File: src/rtl/mesh_term_tx.sv
// mesh_term_tx: formats local packets into the mesh layout and queues them in a FWFT FIFO
// that the router drains one word per pop pulse.
module mesh_term_tx #(
   parameter int ROWS       = 4,
   parameter int COLUMS     = 4,
   parameter int PCKG_SZ    = 32,
   parameter int FIFO_DEPTH = 16,
   localparam int PL_W      = PCKG_SZ - 17
) (
   input  logic               clk,
   input  logic               reset,
   input  logic               push,
   input  logic [3:0]         dst_row,
   input  logic [3:0]         dst_col,
   input  logic               mode,
   input  logic [PL_W-1:0]    payload,
   output logic               accept,
   input  logic               pop,
   output logic               pndng_i_in,
   output logic [PCKG_SZ-1:0] data_out_i_in,
   output logic               full,
   output logic               overflow,
   output logic               err_dest,
   output logic               underflow,
   output logic [15:0]        tx_count
);
   localparam int AW = $clog2(FIFO_DEPTH);
   localparam logic [3:0] R_LAST = 4'(ROWS + 1);
   localparam logic [3:0] C_LAST = 4'(COLUMS + 1);
   localparam logic [3:0] R_MAX  = 4'(ROWS);
   localparam logic [3:0] C_MAX  = 4'(COLUMS);
   logic [PCKG_SZ-1:0] mem [FIFO_DEPTH];
   logic [AW-1:0]      wr_ptr, rd_ptr;
   logic [AW:0]        count;
   logic               legal, pop_eff;
   // only terminal positions on the mesh border are reachable destinations
   always_comb begin
      legal = ((dst_row == 4'd0 || dst_row == R_LAST) && dst_col >= 4'd1 && dst_col <= C_MAX) ||
              ((dst_col == 4'd0 || dst_col == C_LAST) && dst_row >= 4'd1 && dst_row <= R_MAX);
      pndng_i_in    = count != '0;
      full          = count == (AW + 1)'(FIFO_DEPTH);
      pop_eff       = pop & pndng_i_in;
      accept        = push & legal & (~full | pop_eff);
      data_out_i_in = mem[rd_ptr];
   end
   always_ff @(posedge clk) begin
      if (accept) mem[wr_ptr] <= {8'h00, dst_row, dst_col, mode, payload};
   end
   always_ff @(posedge clk or posedge reset) begin
      if (reset) begin
         wr_ptr    <= '0;
         rd_ptr    <= '0;
         count     <= '0;
         tx_count  <= '0;
         overflow  <= 1'b0;
         underflow <= 1'b0;
         err_dest  <= 1'b0;
      end else begin
         if (accept) wr_ptr <= wr_ptr + 1'b1;
         if (pop_eff) rd_ptr <= rd_ptr + 1'b1;
         count     <= count + {{AW{1'b0}}, accept} - {{AW{1'b0}}, pop_eff};
         tx_count  <= tx_count + {15'd0, pop_eff};
         overflow  <= overflow | (push & legal & full & ~pop_eff);
         underflow <= underflow | (pop & ~pndng_i_in);
         err_dest  <= push & ~legal;
      end
   end
endmodule

File: config.mk
export PLATFORM = sky130hd
export DESIGN_NAME = mesh_term_tx
export DESIGN_NICKNAME = d
export VERILOG_FILES = /design/src/rtl/mesh_term_tx.sv
export SDC_FILE = /design/constraint.sdc
export NUM_CORES = 1
export LEC_CHECK = 0
export BUFFER_PORTS_ARGS = -buffer_cell sky130_fd_sc_hd__buf_2
export CELL_PAD_IN_SITES_DETAIL_PLACEMENT = 0
export CELL_PAD_IN_SITES_GLOBAL_PLACEMENT = 1
export CORE_MARGIN = 2
export CORE_UTILIZATION = 35
export CTS_BUF_LIST = sky130_fd_sc_hd__clkbuf_8
export CTS_CLUSTER_DIAMETER = 60
export DETAILED_ROUTE_END_ITERATION = 8
export HOLD_SLACK_MARGIN = 0.05
export PLACE_DENSITY = 0.66
export SETUP_SLACK_MARGIN = 0.02
export SLEW_MARGIN = 25
export SYNTH_ARGS = -nofsm -noshare
export SYNTH_HDL_FRONTEND = slang
export SYNTH_SLANG_ARGS = --single-unit
File: constraint.sdc
create_clock -name clk -period 4.8 [get_ports clk]
set_input_delay 0.72 -clock clk [delete_from_list [all_inputs] [get_ports clk]]
set_output_delay 0.72 -clock clk [all_outputs]
set_load 0.005 [all_outputs]
* Yosys cells after proc, flatten, opt, wreduce, memory -nomap -nowiden
Memory sizes are Yosys's and may differ from the RTL's.
Index checks and enable logic that the tools add are counted.
** Storage, ports and cells
- Logic and storage cells :: 46
- Latch bits :: 0
- Register bits :: 32
- Memories :: 1
- RAM bits :: 384
- Memory bits (read-only) :: 0
- Output and inout port bits :: 54
- Input port bits :: 28
** Memory list
- mem :: words 16, bits a word 24, rd ports 1, clocked after Yosys merged registers in 0, write ports 1, line 32 : logic [PCKG_SZ-1:0] mem [FIFO_DEPTH];
** Cells by class
- $lt $le $gt $ge :: 4
- Reduce and logical (&&, ||, !) cells :: 10
- Equality and inequality tests :: 3
- Muxes and demuxes :: 2
- Bitwise gates (word level) :: 14
- $mul :: 0
- Shift-type cells :: 0
- Div/mod/pow operators :: 0
- Add/sub/neg operators :: 5
** Operator list (count)
- $add 16x1->16 :: 1
- $add 4x1->4 const B :: 2
- $eq 4x3->1 const B :: 2
- $ge 4x1->1 const B :: 2
- $le 4x3->1 const B :: 2
- $logic_not 4->1 :: 2
- $and 1x1->1 :: 7
- $add 5x1->5 :: 1
- $eq 5x5->1 const B :: 1
- $reduce_bool 5->1 :: 1
- $sub 5x1->5 :: 1
- $logic_and 1x1->1 :: 4
- $not 1->1 :: 4
- $logic_or 1x1->1 :: 3
- $or 1x1->1 :: 3
- $mux 1 :: 2

* Logic depth before layout (Yosys ltp)
- Depth in word-level cells :: 9
- Depth in mapped cells :: 15

* Worst setup path before layout
Ideal clock, no wire load.
- Kind :: in2reg
- Start point :: in dst_row[3]
- End point :: mem mem[0][0] in the netlist's numbering, enable pin
- Cell stages on the path :: 6
- Setup slack :: 0.938 ns
- Buffers on the path :: 1
- Data arrival time :: 3.427 ns
- Cells stage by stage :: nor3_1 -> nand4_1 -> a211oi_1 -> clkbuf_1 -> nand2_1 -> nor3_1
** On the way
- Cells in the longest elaborated chain, start to end :: 9
- Elaborated cells between the ends (all ways) :: 14
- Those cells by class :: 2 x order compare; 1 x eq/ne; 2 x mux; 2 x bitwise; 7 x reduce/logical
** RTL lines
- start: declaration :: line 13 : input logic [3:0] dst_row,
- branches (longest 4 deep; another with $ge 4x1->1)
- $logic_or 1x1->1 (*) :: line 38 : legal = ((dst_row == 4'd0 || dst_row == R_LAST) && dst_col >= 4'd1 && dst_col <= C_MAX) ||
- $and 1x1->1 (*) (2 in a row) :: line 43 : accept = push & legal & (~full | pop_eff);
- net accept :: line 17 : output logic accept,
- $mux 1 (*) :: line 47 : if (accept) mem[wr_ptr] <= {8'h00, dst_row, dst_col, mode, payload};
- $mux 1 (implied by the code) (*) :: line 47
- end: declaration :: line 32
Mark *: on every way through the listed nets, which the timed path passes.

* Worst setup path in the final report
- Start point :: reg rd_ptr[0]
- End point :: out data_out_i_in[21]
** On the way
- Cells in the longest elaborated chain, start to end :: 1
** RTL lines
- start: declaration :: line 33 : logic [AW-1:0] wr_ptr, rd_ptr;
- start signal: assignment :: line 60 : if (pop_eff) rd_ptr <= rd_ptr + 1'b1;
- $mem_v2 16x24
- end: declaration :: line 20 : output logic [PCKG_SZ-1:0] data_out_i_in,
No other way between the ends.

==> results <==
- The share of the Yosys chip area taken by registers is 0.764.
- The power density of the placed cells is 521 mW/mm².
- The highest-delay cell along the critical path is sky130_fd_sc_hd__dfrtp_4.
- For this run, design rule violations remaining after detail routing come to 0.
- After synthesis the cells add up to 0.0161 mm².
- Counting the fill cells in the layout gives 4,060.
- The count of endpoints failing hold in the final timing report is 0.
- The actual slew at the worst max-slew pin is 0.941 ns.
- Among the stages of the critical path, the cell type that occurs most often is sky130_fd_sc_hd__mux4_2.
- The peak fanout along the critical path is 42.
- The initial utilization of the core area, before any placement, comes to 0.355.
- In this run the post-CTS setup repair buffer count came out at 0.
- Across all layers, the routed design uses 7,489 vias.
- The count of flip-flops with a built-in enable after synthesis is 384.
- The dominant register cell in the synthesized netlist is sky130_fd_sc_hd__edfxtp_1.
- Setup repair after global routing left no endpoint under its margin.
- After the last flow step, the layout net total stands at 886.
- Setup total negative slack on the finished layout was measured at 0 ns.
- The proportion of netlist area held by the largest area contributor is 0.714.
- The arrival time of data at the critical path endpoint is 3.26 ns.
- For this run the aggregate overflow at the end of global routing stands at 0.
- For this run, the detailed router's first-pass iteration total came to 4.
- The kind of capture point of the worst setup path is an output pin.
- The met1 wire length is 15.3 mm.
- Entering global routing, the biggest net connects 43 pins.
- The total setup violations reported at the end of the flow is 0.
- The startpoint type of the worst setup path is a flop.
- CTS placed an instance of sky130_fd_sc_hd__clkbuf_8 at the clock tree root.
- During I/O placement, the number of pins put on the boundary was 82.
- The CTS tree is yes.
- After clock tree synthesis, the clock-pin slew on the worst setup and hold paths is 0.05 ns.
- The worst min-delay path category is in2async.
- The level count of the clock H-tree is 3.
- The clock passes through at most 3 buffers.
- The final HPWL from detailed placement is 19.1 mm.
- The flow ran to the end, and the final reports show no timing, DRC or antenna violations.
- Once the clock tree was built, the resizer swapped 0 gates to a different size.
- The number of cells on the worst reg-to-reg path is 14.
- The die is 219 µm tall.
- The worst clock skew on the final layout is 0.0230 ns.
- The via-per-instance ratio is 5.00.
- The minimum period implied by the final worst setup slack is 3.98 ns.
- For this design, the CTS-stage hold fixing added 0 buffers.
- The highest layer used for signal routing is met5.
- The share of cells above drive strength 1 is 0.362.
- In this run the tool buffered the top-level ports with 73 buffer cells.
- The required arrival time at the worst endpoint is 4.08 ns.
- The wire length of the first global-routing pass is 51.4 mm.
- Walking the worst path, the cells encountered are buf_4 > mux4_2 > mux4_2 > buf_2.
- The worst setup path is of the reg2out kind.
- The maximum frequency from static timing analysis is 251 MHz.
- The delay contributed by the slowest stage of the critical path is 1.03 ns.
- In the synthesized netlist the async set-or-reset flop fraction comes to 0.0769.
- After floorplanning, the core was divided into 78 placement rows.
- By area the synthesized netlist is led by sky130_fd_sc_hd__edfxtp_1 (71%), sky130_fd_sc_hd__mux4_2 (17%), sky130_fd_sc_hd__dfrtp_1 (5.0%).
- Hold timing on the final database bottoms out at a slack of 0.210 ns.
- The largest area contributor in the netlist is sky130_fd_sc_hd__edfxtp_1.
- The die covers 0.0479 mm².
- IR analysis of the VDD net gives a maximum drop of 0.234 mV.
- The remaining antenna violation count is 0.
- The number of cells produced by synthesis is 705.
- For this block, the initial DRC count from the detailed router was 536.
- The placeable core area is 0.0455 mm².
- The initial antenna violation count is 3.
- The total global routing track utilization is 0.147.
- The clock reaches the later pin of the worst-skew pair after 0.60 ns.
- Synthesis inferred 416 register bits.
- The length of routed met2 wiring is 16.0 mm.
- The clock net sink count is 416.
- For this block, the routed nets add up to 34.0 mm of wire.
- The count of synthesis-stage warnings from yosys is 0.
- The portion of the clock cycle consumed by the worst path in the final layout is 0.829.
- Max-cap violations in this run came to 0.
- The final number of max-transition violations is 0.
- The routed wire length on met3 is 2.09 mm.
- The congestion estimate from routability-driven global placement came to 0.709.
- The number of global-route vias before repair is 8,096.
- Summed over all cells, the static leakage comes to 6.31 nW.
- Measured against its own limit, the worst slew margin works out to 0.372.
- The area growth from synthesis to layout is 15.8%.
- The number of library cell types mapped by synthesis is 32.
- The die extent in x is 219 µm.
- The average cell area after synthesis is 22.9 µm².
- After detailed routing, the average wire length per cell comes to 22.7 µm.
- The number of buffers created by CTS is 68.
area by class of cell:
type	instances	area (µm²)	area share
Timing Repair Buffer	103	653	0.0349
Clock inverter	48	298	0.0159
Clock buffer	74	1020	0.0545
Tap cell	600	751	0.0402
Sequential cell	416	12300	0.660
Antenna cell	1	2.50	0.000134
Multi-Input combinational cell	240	3570	0.191
Inverter	15	56.3	0.00301
critical path: cells and delay by family (launching register included):
family	cells	cell delay (ns)
muxes	2	1.06
DFF	1	1.03
buffers and inverters	2	0.56
sequential cells by signal (all words and copies together), names as in the netlist:
name	cells
count	5
wr_ptr	4
err_dest	1
tx_count	16
rd_ptr	4
overflow	1
mem	384
underflow	1
final timing paths:
kind	start	to	slack (ns)
setup / recovery	rd_ptr[0]	data_out_i_in[21]	0.82
hold / removal	reset	overflow	0.21
setup reg to reg	count[2]	count[4]	2.03
hold reg to reg	underflow	underflow	0.45
max in group asynchronous	reset	rd_ptr[0]	4.23
min in group clk	pop	underflow	0.35
metrics by stage:
stage	worst slack (ns)	total power, W	area (µm²)	util	instances
after floorplan	0.938	0.00610	16200	-	712
after global placement	1.36	0.00690	17400	0.382	1374
after detailed placement	1.35	0.00691	17400	0.382	1374
after CTS	0.695	0.00990	18700	0.411	1496
after global routing	0.599	0.0102	18700	0.411	1496
final	0.819	0.00973	18700	0.411	1497
per-layer routing:
layer  global-route usage  up-vias
met5                    0        -
met4               0.0468        4
met3               0.0385       59
met2                0.226      234
met1                0.207     3981
li1                     -     3211
logic make-up after synthesis:
family,Yosys count,share of synthesized area
flops,416,0.764
other cells,1,0.000232
fa+ha+maj,14,0.0113
mux,121,0.168
simple gates,61,0.0204
buf+inv,56,0.0184
compound gates,10,0.00372
xor+xnor,26,0.0141
synth_stat cells, types with 4 or more instances:
library cell and instances:
sky130_fd_sc_hd__edfxtp_1 384, sky130_fd_sc_hd__mux4_2 120, sky130_fd_sc_hd__buf_4 8, sky130_fd_sc_hd__nand3_1 8, sky130_fd_sc_hd__ha_1 13, sky130_fd_sc_hd__nor2_1 6, sky130_fd_sc_hd__inv_1 15, sky130_fd_sc_hd__nand2_1 11
sky130_fd_sc_hd__xnor2_1 19, sky130_fd_sc_hd__buf_2 12, sky130_fd_sc_hd__dfrtp_1 32, sky130_fd_sc_hd__nand4_1 4, sky130_fd_sc_hd__and3_1 15, sky130_fd_sc_hd__xor2_1 7, sky130_fd_sc_hd__clkbuf_1 15, sky130_fd_sc_hd__nor3_1 7
layout by cell type (no fill, tap or decap), types with 7 or more instances in the layout:
master / count
sky130_fd_sc_hd__dfrtp_1: 29
sky130_fd_sc_hd__clkinv_2: 8
sky130_fd_sc_hd__ha_1: 13
sky130_fd_sc_hd__nand3_1: 8
sky130_fd_sc_hd__nand2_1: 11
sky130_fd_sc_hd__clkbuf_8: 74
sky130_fd_sc_hd__inv_1: 34
sky130_fd_sc_hd__buf_4: 25
sky130_fd_sc_hd__buf_2: 73
sky130_fd_sc_hd__edfxtp_1: 384
sky130_fd_sc_hd__conb_1: 8
sky130_fd_sc_hd__mux4_2: 120
sky130_fd_sc_hd__xor2_1: 7
sky130_fd_sc_hd__and3_1: 14
sky130_fd_sc_hd__xnor2_1: 19
sky130_fd_sc_hd__clkinv_1: 11
power breakdown:
| part | internal, W | leakage (nW) | switching (W) |
|---|---|---|---|
| Sequential | 0.00408 | 3.85 | 0.000344 |
| Clock | 0.00159 | 0.734 | 0.00138 |
| Combinational | 0.00135 | 1.72 | 0.000993 |
Note: power is estimated with default switching activity, not from simulation.
